[config.mk]
export PLATFORM = sky130hd
export DESIGN_NAME = entity_physics_flat
export DESIGN_NICKNAME = d
export VERILOG_FILES = /design/src/rtl/entity_physics_pkg.sv /design/src/rtl/entity_physics_if.sv /design/src/rtl/entity_physics_grid_snap.sv /design/src/rtl/entity_physics.sv /design/src/flat_wrapper.sv
export SDC_FILE = /design/constraint.sdc
export NUM_CORES = 1
export LEC_CHECK = 0
export ABC_AREA = 1
export BUFFER_PORTS_ARGS = -buffer_cell sky130_fd_sc_hd__buf_2
export CORE_UTILIZATION = 40
export DETAILED_ROUTE_END_ITERATION = 8
export PLACE_DENSITY = 0.69
export SETUP_SLACK_MARGIN = 0.15
export SKIP_LAST_GASP = 1
export SYNTH_ARGS = -nofsm -noshare
export SYNTH_HDL_FRONTEND = slang
export SYNTH_SLANG_ARGS = --single-unit
[constraint.sdc]
create_clock -name sim_clk -period 6.2 [get_ports sim_clk]
set_clock_uncertainty 0.15 [all_clocks]
set_input_delay 0.31 -clock sim_clk [delete_from_list [all_inputs] [get_ports sim_clk]]
set_output_delay 0.31 -clock sim_clk [all_outputs]
set_load 0.1 [all_outputs]
[src/rtl/entity_physics_pkg.sv]
// rtl/entity_physics_pkg.sv - shared phase encoding, collision bit indices and packed state layout
package physics_pkg;

  typedef enum logic [1:0] {
    PH_GROUND = 2'd0,
    PH_RISE   = 2'd1,
    PH_FALL   = 2'd2
  } phase_t;

  localparam int COL_LEFT  = 0;
  localparam int COL_BOT   = 1;
  localparam int COL_RIGHT = 2;
  localparam int COL_TOP   = 3;

  // Packed state is {x, y, xSpeed, ySpeed, xDir, yDir}, LSB first from yDir.
  localparam int OFF_YDIR = 0;
  localparam int OFF_XDIR = 1;
  localparam int OFF_YSPD = 2;

  function automatic int off_xspd(int spd_w);
    return OFF_YSPD + spd_w;
  endfunction

  function automatic int off_y(int spd_w);
    return OFF_YSPD + 2 * spd_w;
  endfunction

  function automatic int off_x(int pos_w, int spd_w);
    return off_y(spd_w) + pos_w;
  endfunction

  function automatic int state_w(int pos_w, int spd_w);
    return 2 * pos_w + 2 * spd_w + 2;
  endfunction

endpackage

[src/rtl/entity_physics_if.sv]
// rtl/entity_physics_if.sv - per-entity control/collision inputs and packed state outputs
interface entity_physics_if
  import physics_pkg::*;
#(
  parameter int POS_W = 10,
  parameter int SPD_W = 5
);
  localparam int STATE_W = state_w(POS_W, SPD_W);

  logic               jump_r;
  logic               jump_held;
  logic [3:0]         col;
  logic [STATE_W-1:0] init_state;
  logic [STATE_W-1:0] entity_state;
  logic               airborne;
  logic [1:0]         phase;

  modport master (
    output jump_r, jump_held, col, init_state,
    input  entity_state, airborne, phase
  );

  modport slave (
    input  jump_r, jump_held, col, init_state,
    output entity_state, airborne, phase
  );
endinterface

[src/rtl/entity_physics_grid_snap.sv]
// rtl/entity_physics_grid_snap.sv - pushes a colliding coordinate back to the tile boundary
module grid_snap #(
  parameter int W         = 10,
  parameter int TILE_LOG2 = 5,
  parameter int LOW_EXTRA = 0
) (
  input  logic [W-1:0] pos_nxt,
  input  logic [W-1:0] origin,
  input  logic         dir_hi,
  output logic [W-1:0] snapped
);
  localparam logic [W-1:0] TILE = W'(1 << TILE_LOG2);
  localparam logic [W-1:0] MASK = TILE - W'(1);
  localparam logic [W-1:0] BIAS = W'(LOW_EXTRA);

  logic [W-1:0] tile_off;

  assign tile_off = (pos_nxt - origin) & MASK;

  // Increasing-side hits land one pixel short of the tile; decreasing-side hits move into the next tile.
  assign snapped = dir_hi ? (pos_nxt - tile_off - W'(1))
                          : (pos_nxt + (TILE - tile_off - BIAS));
endmodule

[src/rtl/entity_physics.sv]
// rtl/entity_physics.sv - per-entity kinematics FSM; optional ENTITY_PHYSICS_VARIABLE_JUMP_EN adds short hops
module entity_physics
  import physics_pkg::*;
#(
  parameter int POS_W     = 10,
  parameter int SPD_W     = 5,
  parameter int GRAVITY   = 1,
  parameter int JUMP_SPD  = 17,
  parameter int MAX_FALL  = 16,
  parameter int TILE_LOG2 = 5,
  parameter int ORG_X     = 144,
  parameter int ORG_Y     = 35,
  parameter int JUMP_BUF  = 4,
  parameter int CUT_SPD   = 4
) (
  input logic            sim_clk,
  input logic            reset_n,
  entity_physics_if.slave bus
);
  localparam int XS_OFF = off_xspd(SPD_W);
  localparam int Y_OFF  = off_y(SPD_W);
  localparam int X_OFF  = off_x(POS_W, SPD_W);
  localparam int JB_W   = (JUMP_BUF < 2) ? 1 : $clog2(JUMP_BUF + 1);
`ifdef ENTITY_PHYSICS_VARIABLE_JUMP_EN
  localparam logic VAR_JUMP = 1'b1;
`else
  localparam logic VAR_JUMP = 1'b0;
`endif

  logic [POS_W-1:0] x, y;
  logic [SPD_W-1:0] xspd, yspd;
  logic             xdir, ydir;
  phase_t           phase;
  logic             airborne_q;
  logic [JB_W-1:0]  jcnt;

  logic [POS_W-1:0] x_nxt, y_nxt, x_snap, y_snap;
  logic [SPD_W:0]   fall_sum;
  logic [SPD_W-1:0] fall_spd, rise_base;
  logic [JB_W-1:0]  jcnt_nxt;
  logic             hcol, pending;

  assign x_nxt = xdir ? (x + POS_W'(xspd)) : (x - POS_W'(xspd));
  assign y_nxt = ydir ? (y - POS_W'(yspd)) : (y + POS_W'(yspd));

  assign fall_sum = {1'b0, yspd} + (SPD_W+1)'(GRAVITY);
  assign fall_spd = (fall_sum > (SPD_W+1)'(MAX_FALL)) ? SPD_W'(MAX_FALL) : fall_sum[SPD_W-1:0];

  // Releasing the button mid-rise caps the speed before gravity is taken off.
  assign rise_base = (VAR_JUMP && !bus.jump_held && (yspd > SPD_W'(CUT_SPD))) ? SPD_W'(CUT_SPD) : yspd;

  assign hcol     = bus.col[COL_LEFT] | bus.col[COL_RIGHT];
  assign pending  = bus.jump_r | (jcnt != '0);
  assign jcnt_nxt = bus.jump_r ? JB_W'(JUMP_BUF) : ((jcnt != '0) ? (jcnt - JB_W'(1)) : '0);

  grid_snap #(.W(POS_W), .TILE_LOG2(TILE_LOG2), .LOW_EXTRA(0)) u_snap_x (
    .pos_nxt (x_nxt),
    .origin  (POS_W'(ORG_X)),
    .dir_hi  (xdir),
    .snapped (x_snap)
  );

  grid_snap #(.W(POS_W), .TILE_LOG2(TILE_LOG2), .LOW_EXTRA(1)) u_snap_y (
    .pos_nxt (y_nxt),
    .origin  (POS_W'(ORG_Y)),
    .dir_hi  (bus.col[COL_BOT]),
    .snapped (y_snap)
  );

  always_ff @(posedge sim_clk) begin
    if (!reset_n) begin
      x          <= bus.init_state[X_OFF +: POS_W];
      y          <= bus.init_state[Y_OFF +: POS_W];
      xspd       <= bus.init_state[XS_OFF +: SPD_W];
      yspd       <= bus.init_state[OFF_YSPD +: SPD_W];
      xdir       <= bus.init_state[OFF_XDIR];
      ydir       <= bus.init_state[OFF_YDIR];
      phase      <= PH_FALL;
      airborne_q <= 1'b1;
      jcnt       <= '0;
    end else begin
      x    <= hcol ? x_snap : x_nxt;
      xdir <= hcol ? ~xdir : xdir;
      y    <= y_nxt;
      jcnt <= jcnt_nxt;

      case (phase)
        PH_GROUND: begin
          if (pending) begin
            yspd       <= SPD_W'(JUMP_SPD);
            ydir       <= 1'b1;
            phase      <= PH_RISE;
            airborne_q <= 1'b1;
            jcnt       <= '0;
          end else begin
            yspd <= '0;
            if (!bus.col[COL_BOT]) begin
              phase      <= PH_FALL;
              airborne_q <= 1'b1;
            end
          end
        end
        PH_RISE: begin
          if (rise_base > SPD_W'(GRAVITY)) begin
            yspd <= rise_base - SPD_W'(GRAVITY);
          end else begin
            yspd  <= '0;
            ydir  <= 1'b0;
            phase <= PH_FALL;
          end
        end
        default: begin
          yspd <= fall_spd;
          ydir <= 1'b0;
        end
      endcase

      // Vertical collisions override the FSM, and so also override a same-tick jump.
      if (bus.col[COL_BOT] && (phase != PH_GROUND)) begin
        y          <= y_snap;
        yspd       <= '0;
        phase      <= PH_GROUND;
        airborne_q <= 1'b0;
      end else if (bus.col[COL_TOP] && !bus.col[COL_BOT]) begin
        y          <= y_snap;
        yspd       <= '0;
        ydir       <= 1'b0;
        phase      <= PH_FALL;
        airborne_q <= 1'b1;
      end
    end
  end

  assign bus.entity_state = {x, y, xspd, yspd, xdir, ydir};
  assign bus.phase        = phase;
  assign bus.airborne     = airborne_q;
endmodule

[src/flat_wrapper.sv]
// flat-port wrapper written by rule: the top's interface ports become plain ports
module entity_physics_flat import physics_pkg::*;
#(
  parameter int POS_W     = 10,
  parameter int SPD_W     = 5,
  parameter int GRAVITY   = 1,
  parameter int JUMP_SPD  = 17,
  parameter int MAX_FALL  = 16,
  parameter int TILE_LOG2 = 5,
  parameter int ORG_X     = 144,
  parameter int ORG_Y     = 35,
  parameter int JUMP_BUF  = 4,
  parameter int CUT_SPD   = 4
)
  (sim_clk, reset_n, bus_jump_r, bus_jump_held, bus_col, bus_init_state, bus_entity_state, bus_airborne, bus_phase);
  entity_physics_if #(.POS_W(POS_W), .SPD_W(SPD_W)) bus_i ();
  input logic sim_clk;
  input logic reset_n;
  input wire logic [$bits(bus_i.jump_r)-1:0] bus_jump_r;
  input wire logic [$bits(bus_i.jump_held)-1:0] bus_jump_held;
  input wire logic [$bits(bus_i.col)-1:0] bus_col;
  input wire logic [$bits(bus_i.init_state)-1:0] bus_init_state;
  output wire logic [$bits(bus_i.entity_state)-1:0] bus_entity_state;
  output wire logic [$bits(bus_i.airborne)-1:0] bus_airborne;
  output wire logic [$bits(bus_i.phase)-1:0] bus_phase;
  assign bus_i.jump_r = bus_jump_r;
  assign bus_i.jump_held = bus_jump_held;
  assign bus_i.col = bus_col;
  assign bus_i.init_state = bus_init_state;
  assign bus_entity_state = bus_i.entity_state;
  assign bus_airborne = bus_i.airborne;
  assign bus_phase = bus_i.phase;
  entity_physics #(.POS_W(POS_W), .SPD_W(SPD_W), .GRAVITY(GRAVITY), .JUMP_SPD(JUMP_SPD), .MAX_FALL(MAX_FALL), .TILE_LOG2(TILE_LOG2), .ORG_X(ORG_X), .ORG_Y(ORG_Y), .JUMP_BUF(JUMP_BUF), .CUT_SPD(CUT_SPD)) u_core (.sim_clk(sim_clk), .reset_n(reset_n), .bus(bus_i));
endmodule
======== Word level (Yosys, flattened, before mapping) ========
Cells that the tools add are included.
cells by class
  $add $sub $neg .......................... 18
  $lt $le $gt $ge ......................... 2
  equality and inequality tests ........... 7
  mux-type cells .......................... 39
  bitwise gates (word level) .............. 4
  reduce and logical (&&, ||, !) cells .... 13
operators by type and width
  cell                   number
  $mux 10                9
  $sub 10x5->10          4
  $mux 5                 6
  $add 10x10->10         2
  $add 10x5->10          2
  $sub 10x1->10 const B  2
  $sub 6x5->7 const A    2
  $mux 1                 12
  $mux 3                 4
  $mux 2                 5
  $pmux 5 s2             1
  $sub 7x2->8 const B    1
  $add 5x1->6 const B    1
  $gt 6x5->1 const B     1
  $reduce_and 3->1       2
  $reduce_bool 3->1      2
  $gt 5x1->1 const B     1
  $ne 5x2->1 const B     1
  $sub 5x1->5 const B    1
  $sub 5x2->5 const B    1
  $sub 5x5->5 const B    1
  $ne 4x1->1 const B     1
  $ne 4x4->1 const B     1
  $pmux 2 s2             1
  other kinds (15)       19
storage, ports and cells
  bits in registers ....................... 38
  output and inout bits ................... 35

======== Longest topological paths before layout ========
Gate-level depths: netlist (run 1).
  depth after elaboration ................. 10
  depth in mapped cells ................... 36

======== Modules after synthesis ========
From an unflattened synthesis (run 1), not the netlist that was laid out.
unflattened totals
  cells, all modules ...................... 860
  area, all modules ....................... 5308.8 um^2
by module, submodules not included
  module                       times used  cells each  area an instance (um^2)  seq. area each (um^2)
  entity_physics               1           479         3118.0                   820.8
  grid_snap (u_core.u_snap_y)  1           225         1223.7                   0.0
  grid_snap (u_core.u_snap_x)  1           156         967.2                    0.0

======== Least setup slack after synthesis (run 1) ========
OpenSTA, ideal clock, no wires.
  kind .................................... register to register
  start point ............................. reg u_core.yspd[0], in the netlist u_core.rise_base[0]
  end point ............................... reg u_core.y[9]
  setup time .............................. 0.112 ns
  arrival ................................. 4.894 ns
  required time ........................... 5.938 ns
  setup slack ............................. 1.043 ns
  cell stages (with the launch flop) ...... 30
  buffers on the path ..................... 0
  period minus slack after synthesis ...... 5.157 ns
  cell sequence ........................... dfxtp_1 > inv_1 > ha_1 > inv_1 > o21ai_0 > fa_1 > inv_1 > ha_1 > inv_1 > ha_1 > nand2_1 > inv_2 > nand2_1 > xor2_1 > nor2_2 > xnor2_1 > ha_1 > nand2_1 > nor2_1 > nand2_1 > nand3_1 > nand3_1 > nand2_1 > nand2_1 > nand2_1 > nor2_1 > nor2_1 > nand2_1 > nand2_1 > nand2_1
on the way
  longest elaborated chain between the ends .. 10
  elaborated cells on any way between the ends .. 13
  classes of those cells .................. add/sub (8); mux (5)
RTL lines
  item                                            RTL line                        source
  start: declaration                              entity_physics.sv:31            logic [SPD_W-1:0] xspd, yspd;
  start signal: assignment                        entity_physics.sv:75            yspd <= bus.init_state[OFF_YSPD +: SPD_W];
  start signal: assignment                        entity_physics.sv:90            yspd <= SPD_W'(JUMP_SPD);
  start signal: assignment                        entity_physics.sv:105           yspd <= rise_base - SPD_W'(GRAVITY);
  $add 10x5->10 or $sub 10x5->10 (tied branches)  entity_physics.sv:44            assign y_nxt = ydir ? (y - POS_W'(yspd)) : (y + POS_W'(yspd));
  $mux 10 *                                       entity_physics.sv:44
  $sub 5x2->5                                     entity_physics_grid_snap.sv:18  assign tile_off = (pos_nxt - origin) & MASK;
  $sub 6x5->7                                     entity_physics_grid_snap.sv:22  : (pos_nxt + (TILE - tile_off - BIAS));
  $sub 7x2->8                                     entity_physics_grid_snap.sv:22
  $add 10x10->10                                  entity_physics_grid_snap.sv:22
  $mux 10                                         entity_physics_grid_snap.sv:21  assign snapped = dir_hi ? (pos_nxt - tile_off - W'(1))
  $mux 10                                         entity_physics.sv:124           end else if (bus.col[COL_TOP] && !bus.col[COL_BOT]) begin
  $mux 10 *                                       entity_physics.sv:119           if (bus.col[COL_BOT] && (phase != PH_GROUND)) begin
  $mux 10 *                                       entity_physics.sv:71            if (!reset_n) begin
  end signal: assignment                          entity_physics.sv:73            y <= bus.init_state[Y_OFF +: POS_W];
  end signal: assignment                          entity_physics.sv:120           y <= y_snap;
  end signal: assignment                          entity_physics.sv:125           y <= y_snap;
  end: declaration                                entity_physics.sv:30            logic [POS_W-1:0] x, y;
Every way passes the cells marked *; elsewhere a longest branch is shown, timed or not.
A chain may end at the register's enable or synchronous reset.

======== Worst setup path after layout (run 1) ========
  start point ............................. reg u_core.yspd[1], in the netlist u_core.rise_base[1]
  end point ............................... reg u_core.y[9]
The elaborated chain is that of the path after synthesis.

==> results of run 1 <==
## placed cells by master, fill, tap and decap left out, types with 2 or more instances in the layout
cell type | netlist | routed
nand2_1 | 241 | 241
inv_1 | 122 | 122
buf_2 | 5 | 73
nand3_1 | 68 | 68
nor2_1 | 50 | 50
ha_1 | 45 | 45
o21ai_0 | 36 | 36
dfxtp_1 | 32 | 32
a21oi_1 | 26 | 26
nand2_2 | 14 | 14
nand4_1 | 13 | 13
xor2_1 | 10 | 10
xnor2_1 | 8 | 8
inv_2 | 7 | 7
nor3_1 | 6 | 6
edfxtp_1 | 6 | 6
nand2_4 | 5 | 5
clkbuf_8 | 0 | 5
o21ai_1 | 4 | 4
o221ai_1 | 4 | 4
nand3b_1 | 4 | 4
a32o_1 | 4 | 4
a31oi_1 | 3 | 3
nor2_2 | 3 | 3
o211ai_1 | 3 | 3
or2_2 | 2 | 2
nand3_2 | 2 | 2
o22ai_1 | 2 | 2
fa_1 | 2 | 2
inv_4 | 0 | 2
buf_4 | 2 | 2
## sequential cells by signal, indices dropped and copies added (netlist names)
name	cells
u_core.x	10
u_core.y	10
u_core.rise_base	5
u_core.xspd	5
u_core.jcnt	3
u_core.bus.phase	2
u_core.bus.airborne	1
u_core.xdir	1
u_core.ydir	1
## cells by family after synthesis
| logic type | after synthesis | share of synthesized area |
|---|---|---|
| AND/OR/NAND/NOR | 412 | 0.4065 |
| XOR/XNOR | 18 | 0.03559 |
| flip-flops | 38 | 0.1853 |
| buffers and inverters | 142 | 0.1251 |
| AO/OA/AOI/OAI | 86 | 0.1113 |
| adder cells (fa/ha/maj) | 47 | 0.1362 |
## worst reg2reg max path: cells and delay by family, from the launching register on
family / cells / cell delay, ns
buf+inv: 6 / 0.54
flops: 1 / 0.47
xor+xnor: 2 / 0.37
compound gates: 1 / 0.39
fa+ha+maj: 5 / 1.84
simple gates: 15 / 1.12
## metrics by stage
step / utilization / setup WS, ns / cells / hold slack [ns]
floorplan: - / 1.043 / 743 / 0.2589
global placement: 0.4557 / 1.263 / 946 / 0.2920
detailed placement: 0.4557 / 1.247 / 946 / 0.2941
CTS: 0.4660 / 1.234 / 954 / 0.01525
global route: 0.4660 / 0.6448 / 954 / 0.01074
finish: 0.4660 / 1.239 / 954 / 0.02078
## worst paths after layout
kind	startpoint	end	slack, ns	cells after the start
setup / recovery	u_core.rise_base[1]$_DFF_P_	u_core.y[9]$_DFF_P_	1.24	29
hold / removal	bus_init_state[11]	u_core.xspd[4]$_DFFE_PN_	0.02	1
setup reg to reg	u_core.rise_base[1]$_DFF_P_	u_core.y[9]$_DFF_P_	1.24	29
hold reg to reg	u_core.jcnt[0]$_SDFF_PN0_	u_core.jcnt[0]$_SDFF_PN0_	0.30	1
## Yosys cell counts (4+ instances only)
library cell	number	area [µm²]
nand2_1	241	904.6
inv_1	122	457.9
nand3_1	68	340.3
nor2_1	50	187.7
ha_1	45	563.0
o21ai_0	36	180.2
dfxtp_1	32	640.6
a21oi_1	26	130.1
nand2_2	14	87.58
nand4_1	13	81.33
xor2_1	10	87.58
xnor2_1	8	70.07
inv_2	7	26.28
edfxtp_1	6	180.2
nor3_1	6	30.03
buf_2	5	25.02
nand2_4	5	56.30
a32o_1	4	40.04
nand3b_1	4	30.03
o21ai_1	4	20.02
o221ai_1	4	35.03
## final cells by class
type,instances,area (µm²),area share
multi-input cells,563,3054,0.6072
repair buffers,75,380.4,0.07562
clock inverters,3,42.54,0.008458
inverters,130,488.0,0.09702
clock buffers,5,68.82,0.01368
well taps,140,175.2,0.03483
flip-flops and latches,38,820.8,0.1632
## per-layer routing
metal	vias up	wire [µm]
met2	63	5315
met4	0	107
li1	2512	-
met1	2075	5544
met5	-	0
met3	7	360
==> metrics.cfg, run 1 <==
[timing]
final.period_utilization=0.8002
finalCriticalPeriod_ns=4.961
worstMarginPinSlew_ns=0.5818
rsz0062_at_grt=false
slew_headroom=0.6117
tns_ns=0
finalSetupViolCount=0
slew_violations=0
max_freq_mhz=201.6
hold_viol=0

[synth]
postSynth.asyncResetShare=0
synth.net_count=830
synth-edff-count=6
ys_warn_count=0
synthFlopType=dfxtp_1
ys_ff_latch=38
ys_types=41
netlist_area_um2=4429
postSynthAreaPerCell_um2=5.961
synthCells=743
ys_seq_area_frac=0.1853

[die]
ios=75
fp.dieH_um=107.2
core_um2=10790
num_rows=38
die_area_um2=11500
start_util=0.4104
die_width_um=107.2

[final_layout]
nNetsFinal=900
area_growth_pct=13.56
final_layout_size_suffix_gt1_frac=0.1450
stdcell_area_um2=5030
antenna_cells=0
fillers=1196

[place]
post_dp_cell_area_um2=4918
hpwl_mm=9.178
gp_congestion=0.8512
portBuffers=73

[setup_path]
cp_common_cell=nand2_1
worstPathMaxFanout=7
slowest_delay_ns=0.50
path_class=reg -> reg
crit_arrival_ns=5.03
endpoint_kind=register
worst_path_max_delay_cell=fa_1
worstPathRequired_ns=6.27
path_buf_inv=6
crit_family=adder cells
start_kind=register

[global_route]
busiest_layer=met2
grt_util_met1=0.2663
grt_usage=0.2092
use_met2=0.3737
use_met3=0.02553
grt_pass1_wl_mm=19.38
antenna_found_initial=0
grt_max_degree=23
overflow=0
grt_pass1_vias=4321

[clock_tree]
clockRootBuffer=clkbuf_8
clk_pin_slew_ns=0.09
clock_path_buffers=2
htree_levels=2
cts_sinks=38
cts-resized-gates=0
hold_buffers=0
post_cts_buffers=0
numCtsBuffers=5
clk_latency_ns=0.31
cts_tree=done

[run]
drv_cap=0

[route]
drtPass1Iterations=5
wire_per_inst_um=11.87
vias=4657
drt-initial-drc-count=204
viasPerCell=4.882
routed_wl_mm=11.33
drt.antenna.violating_nets=0
drc_errors=0

[hold_path]
worst_hold_path_type=in -> reg

[run_status]
outcome=completed

Power of run 1 is left out: the tool's default activity adds up to more than one toggle a clock period on the data nets, which glitch-free logic cannot reach.
==> run 2, diff against run 1 <==
--- a/config.mk
+++ b/config.mk
@@ -5,11 +5,11 @@
 export SDC_FILE = /design/constraint.sdc
 export NUM_CORES = 1
 export LEC_CHECK = 0
-export ABC_AREA = 1
+export ABC_AREA = 0
 export BUFFER_PORTS_ARGS = -buffer_cell sky130_fd_sc_hd__buf_2
 export CORE_UTILIZATION = 40
 export DETAILED_ROUTE_END_ITERATION = 8
-export PLACE_DENSITY = 0.69
+export PLACE_DENSITY = 0.72
 export SETUP_SLACK_MARGIN = 0.15
 export SKIP_LAST_GASP = 1
 export SYNTH_ARGS = -nofsm -noshare
==> constraint.sdc (replaced) <==
create_clock -name sim_clk -period 4.4 [get_ports sim_clk]
set_clock_uncertainty 0.15 [all_clocks]
set_input_delay 0.22 -clock sim_clk [delete_from_list [all_inputs] [get_ports sim_clk]]
set_output_delay 0.22 -clock sim_clk [all_outputs]
set_load 0.1 [all_outputs]
==> metrics.cfg, run 2 <==
[timing]
max_freq_mhz=231.8  ; +15%
finalSetupViolCount=0  ; unchanged
slew_headroom=0.3175  ; -0.2942
final.period_utilization=0.9805  ; +0.1802
fin_ws_ns=0.08587  ; -1.153 ns
finalCriticalPeriod_ns=4.314  ; -0.6473 ns
tns_ns=0  ; unchanged
hold_viol=0  ; unchanged
slew_violations=0  ; unchanged
rsz0062_at_grt=true
worstMarginPinSlew_ns=1.023  ; +0.4408 ns

[clock_tree]
clk_pin_slew_ns=0.08  ; about the same
numCtsBuffers=5  ; unchanged
clockRootBuffer=clkbuf_8
clock_path_buffers=2  ; unchanged
cts_sinks=38  ; unchanged
clk_latency_ns=0.30  ; about the same
cts_tree=done
htree_levels=2  ; unchanged

[final_layout]
final_cells=762  ; -20%
area_growth_pct=34.29
stdcell_area_um2=5336  ; +6.1%
fillers=888  ; -26%
final_layout_size_suffix_gt1_frac=0.3148  ; +0.1698
layout_commonest_cell=buf_2
antenna_cells=0  ; unchanged
nNetsFinal=715  ; -21%
reg_top3=u_core.x (10), u_core.y (10)
final_cell_mix=73 x buf_2, 59 x nor2_1, 36 x ha_1

[synth]
postSynthAreaPerCell_um2=7.686  ; +29%
postSynth.asyncResetShare=0  ; unchanged
ys_types=70  ; +71%
synth_top_area_frac=0.1612  ; -0.04303
ys_seq_area_frac=0.2065  ; +0.02124
synthFlopType=dfxtp_1
synth.net_count=604  ; -27%
synth-edff-count=6  ; unchanged
netlist_area_um2=3974  ; -10%
synthCells=517  ; -30%
ys_ff_latch=38  ; unchanged
synth_top_area_cell=dfxtp_1
yosys-top-cells-area=dfxtp_1 16%, ha_1 14%, nor2_1 5.8%
ys_warn_count=0  ; unchanged
synth.most_common_cell=nor2_1
synth_common_cells=61 x nor2_1, 45 x ha_1, 38 x a21oi_1, 38 x inv_1, 32 x dfxtp_1

[die]
fp.dieH_um=101.7  ; -5.2%
core_um2=9684  ; -10%
ios=75  ; unchanged
die_area_um2=10340  ; -10%
num_rows=36  ; -5.3%
start_util=0.4103  ; about the same
die_width_um=101.7  ; -5.2%

[setup_path]
worstPathRequired_ns=4.41  ; -1.86 ns
crit_arrival_ns=4.32  ; -0.71 ns
endpoint_kind=register
path_class=reg -> reg
crit_start=u_core.rise_base[1]$_DFF_P_
worstPathMaxFanout=4  ; -3
start_kind=register
r2r-start=u_core.rise_base[1]$_DFF_P_

[route]
drt-initial-drc-count=184  ; -9.8%
viasPerCell=5.455  ; +12%
drt.antenna.violating_nets=0  ; unchanged
m1WireLength_mm=5.387  ; -2.8%
drc_errors=0  ; unchanged
routed_wl_mm=11.39  ; +0.58%
wire_per_inst_um=14.95  ; +26%
vias=4157  ; -11%
met3_length_um=376  ; +4.4%
route.met2.wl_mm=5.413  ; +1.8%
top_layer_used=met4
drtPass1Iterations=5  ; unchanged

[place]
post_dp_cell_area_um2=4920  ; about the same
gp_congestion=0.9888  ; +16%
dp_slack_ns=0.04240  ; -1.205 ns
place_inst=722  ; -24%
hpwl_mm=8.555  ; -6.8%
portBuffers=73  ; unchanged

[global_route]
grt_pass1_wl_mm=18.46  ; -4.7%
grt_pass1_vias=3913  ; -9.4%
overflow=0  ; unchanged
grt_max_degree=37  ; +61%
grt_usage=0.2249  ; +0.01570
antenna_found_initial=0  ; unchanged

[run]
drv_cap=0  ; unchanged

[hold_path]
worst_hold_path_type=in -> reg
hold_start=bus_init_state[22]

[run_status]
outcome=completed

run 2: cell count changes in the layout (fill, tap and decap cells not counted), moves of 14 or more:
cell           before  now
inv_1             122   29
dlygate4sd3_1       0   21
buf_4               2   33
nor3_1              6   21
xnor2_1             8   25
o21ai_0            36   22
nand3_1            68    9
nand2_1           241   26
run 2: metrics by stage:
stage,hold WS [ns],utilization
floorplan,0.1689,-
CTS,0.002670,0.5433
finish,0.007783,0.5510
detailed placement,0.2484,0.5080
global route,0.01363,0.5510
global placement,0.2478,0.5080
run 2: kinds of logic (layout without fill, tap and decap cells):
kind of cell / count (synthesis) / after routing / synth area share
AND/OR/NAND/NOR: 176 / 176 / 0.2157
AO/OA/AOI/OAI: 141 / 141 / 0.2387
buffers and inverters: 62 / 174 / 0.06077
adder cells (fa/ha/maj): 47 / 47 / 0.1518
XOR/XNOR: 42 / 42 / 0.09603
flip-flops: 38 / 38 / 0.2065
multiplexers: 11 / 11 / 0.03054
run 2: final timing paths:
path / to / cells past startpoint / slack (ns)
max reg2reg: u_core.y[9]$_DFF_P_ / 18 / 0.09
max: u_core.y[9]$_DFF_P_ / 18 / 0.09
min: u_core.x[0]$_DFF_P_ / 3 / 0.008
min reg2reg: u_core.jcnt[0]$_SDFF_PN0_ / 1 / 0.32
run 2: routing by layer:
layer / global-route usage / vias to the layer above
met4: 0.07581 / 0
met1: 0.2917 / 1950
met3: 0.02001 / 15
li1: - / 2078
met2: 0.3903 / 114
met5: 0 / -
run 2: worst max-delay path: stages, from the launching register on:
cell	delay (ns)
dfxtp_4	0.36
inv_4	0.04
ha_4	0.23
mux2_4	0.28
fa_2	0.60
inv_2	0.07
ha_4	0.17
buf_4	0.13
or3_4	0.40
xor2_1	0.16
ha_1	0.29
nor2b_4	0.16
o2111ai_2	0.12
and4_1	0.18
or4_1	0.39
o21a_1	0.13
o41ai_2	0.07
xnor2_1	0.17
o21ai_1	0.07
run 2: layout make-up:
class | instances | area (µm²) | share of cell area
Multi-Input combinational cell | 417 | 3269 | 0.6127
Timing Repair Buffer | 127 | 823.3 | 0.1543
Tap cell | 133 | 166.4 | 0.03118
Inverter | 39 | 153.9 | 0.02884
Clock inverter | 2 | 8.758 | 0.001641
Clock buffer | 6 | 72.57 | 0.01360
Sequential cell | 38 | 842.1 | 0.1578
run 2: what timing repair did:
action | 4_1_cts | 5_1_grt
gates resized for setup | 2 | 8
pin swaps | 6 | 7
hold endpoints to repair | 21 | 0
setup endpoints to repair | 1 | 8
setup buffers | 6 | 5
hold buffers | 21 | 0
Power of run 2 is left out for the same reason.
==> run 3, diff against run 2 <==
--- a/config.mk
+++ b/config.mk
@@ -7,6 +7,7 @@
 export LEC_CHECK = 0
 export ABC_AREA = 0
 export BUFFER_PORTS_ARGS = -buffer_cell sky130_fd_sc_hd__buf_2
+export CORE_ASPECT_RATIO = 0.9
 export CORE_UTILIZATION = 40
 export DETAILED_ROUTE_END_ITERATION = 8
 export PLACE_DENSITY = 0.72
==> metrics.cfg, run 3 (synthesized netlist as in run 2, its figures left out) <==
[clock_tree]
numCtsBuffers=5  ; unchanged
clk_latency_ns=0.30  ; about the same
clockRootBuffer=clkbuf_8
htree_levels=2  ; unchanged
clk_pin_slew_ns=0.08  ; about the same
cts_tree=done
cts_sinks=38  ; unchanged
clock_path_buffers=2  ; unchanged

[setup_path]
r2r_slack_ns=0.02  ; -0.07 ns
crit_path_end=u_core.y[9]$_DFF_P_
path_cells=inv_4, ha_4, mux2_4, inv_2, ha_4, nor2b_4, o22ai_4, xor2_2, inv_2, nor3_4, ha_4, nand2_4, nor2_4, a21oi_2, nor2_1, ha_1, o2111ai_2, and4_1, or4_1, o21a_1, o41ai_4, xnor2_1, o21ai_1
timing.rr.end=u_core.y[9]$_DFF_P_
worstPathMaxFanout=3  ; -1
start_kind=register
path_class=reg -> reg
crit_start=u_core.rise_base[0]$_DFF_P_
endpoint_kind=register
reg2regPathDepth=23  ; +5
slowest_delay_ns=0.46  ; -0.14 ns
cp_common_cell=ha_4
crit_arrival_ns=4.38  ; +0.06 ns
worst_path_max_delay_cell=or4_1
worstPathRequired_ns=4.39  ; -0.02 ns
r2r-start=u_core.rise_base[0]$_DFF_P_

[route]
vias=4264  ; +2.6%
drt-initial-drc-count=276  ; +50%
drt.antenna.violating_nets=0  ; unchanged
viasPerCell=5.603  ; +2.7%
drc_errors=0  ; unchanged
drtPass1Iterations=5  ; unchanged
routed_wl_mm=11.75  ; +3.1%
wire_per_inst_um=15.44  ; +3.2%

[final_layout]
fin_util=0.5661  ; +0.01504
reg_top3=u_core.x (10), u_core.y (10)
area_growth_pct=37.56
antenna_cells=0  ; unchanged
final_layout_size_suffix_gt1_frac=0.3449  ; +0.03010
multi_input_area_um2=3376  ; +3.3%
layout_commonest_cell=buf_2
final_cell_mix=73 x buf_2, 57 x nor2_1, 44 x buf_4
nNetsFinal=721  ; +0.84%
seq_area_um2=842.1  ; unchanged
fillers=854  ; -3.8%

[timing]
finalCriticalPeriod_ns=4.384  ; +0.06955 ns
final.period_utilization=0.9963  ; +0.01581
max_freq_mhz=228.1  ; -1.6%
hold_viol=0  ; unchanged
finalSetupViolCount=0  ; unchanged
slew_headroom=0.3158  ; -0.001718
slew_violations=0  ; unchanged
rsz0062_at_grt=true
worstMarginPinSlew_ns=1.025  ; +0.002575 ns

[place]
portBuffers=73  ; unchanged
gp_congestion=0.8822  ; -11%
hpwl_mm=8.712  ; +1.8%

[global_route]
overflow=0  ; unchanged
grt_usage=0.2254  ; +0.0004616
grt_pass1_wl_mm=18.56  ; +0.53%
use_met3=0.02280  ; +0.002790
grt_pass1_vias=4014  ; +2.6%
antenna_found_initial=0  ; unchanged
use_met2=0.3946  ; +0.004291
grt_max_degree=37  ; unchanged
grt_util_met1=0.2913  ; -0.0004079
busiest_layer=met2

[run_status]
outcome=completed

[die]
die_area_um2=10340  ; about the same
die_width_um=107.1  ; +5.3%
start_util=0.4115  ; +0.001170
ios=75  ; unchanged
core_um2=9657  ; -0.28%
fp.dieH_um=96.56  ; -5.0%
num_rows=34  ; -5.6%

[run]
drv_cap=0  ; unchanged

[hold_path]
worst_hold_path_type=in -> reg

## run 3: changes by cell type in the layout (fill, tap and decap cells not counted), sizes merged
cell | previous run | this run
dlygate4sd3 | 21 | 16
buf | 106 | 117
## run 3: routing by layer
metal | vias to the layer above | wire [µm]
met5 | - | 0
met4 | 0 | 180
met2 | 154 | 5656
met1 | 1999 | 5224
met3 | 19 | 686
li1 | 2092 | -
## run 3: area by class of cell
class,count,share of cell area
clock buffer,6,0.01328
clock inverter,2,0.001602
inverter,39,0.02815
multi-input combinational,417,0.6175
sequential,38,0.1540
tap,126,0.02884
timing repair buffer,133,0.1566
## run 3: how the worst min path moves through the flow
stage                             startpoint                       end  slack [ns]  depth (start not counted)
after global placement     bus_init_state[8]  u_core.xspd[1]$_DFFE_PN_        0.25                          1
after detailed placement   bus_init_state[8]  u_core.xspd[1]$_DFFE_PN_        0.25                          1
after floorplan            bus_init_state[7]  u_core.xspd[0]$_DFFE_PN_        0.17                          0
after global routing      bus_init_state[19]       u_core.y[7]$_DFF_P_       0.006                          2
after CTS                 bus_init_state[30]       u_core.x[8]$_DFF_P_      0.0005                          2
final                      bus_init_state[0]       u_core.ydir$_DFF_P_       0.007                          3
## run 3: critical path, delay by kind of cell, from the launching register on
family                   cells  cell delay, ns
multiplexers                 1            0.29
flip-flops                   1            0.36
adder cells (fa/ha/maj)      4            1.01
buffers and inverters        3            0.19
AND/OR/NAND/NOR              7            1.21
AO/OA/AOI/OAI                6            0.66
XOR/XNOR                     2            0.35
## run 3: per-stage QoR
stage	setup WS [ns]	TNS [ns]	std cells	hold WS, ns	cell area, µm²
final	0.01632	0	761	0.007190	5466
after global routing	-0.1804	-0.1804	761	0.006081	5466
after CTS	0.1298	0	750	0.0005346	5241
after detailed placement	0.04839	0	720	0.2487	4949
after global placement	0.1430	0	720	0.2472	4949
after floorplan	-0.02165	-0.02165	517	0.1689	4349
## run 3: timing repair
| item | CTS | global route |
|---|---|---|
| setup buffers | 8 | 9 |
| hold buffers | 14 | 2 |
| endpoints found under the hold margin | 14 | 2 |
| setup endpoints to repair | 2 | 8 |
| gates resized for setup | 5 | 24 |
| pin swaps | 9 | 16 |
Power of run 3 is left out for the same reason.
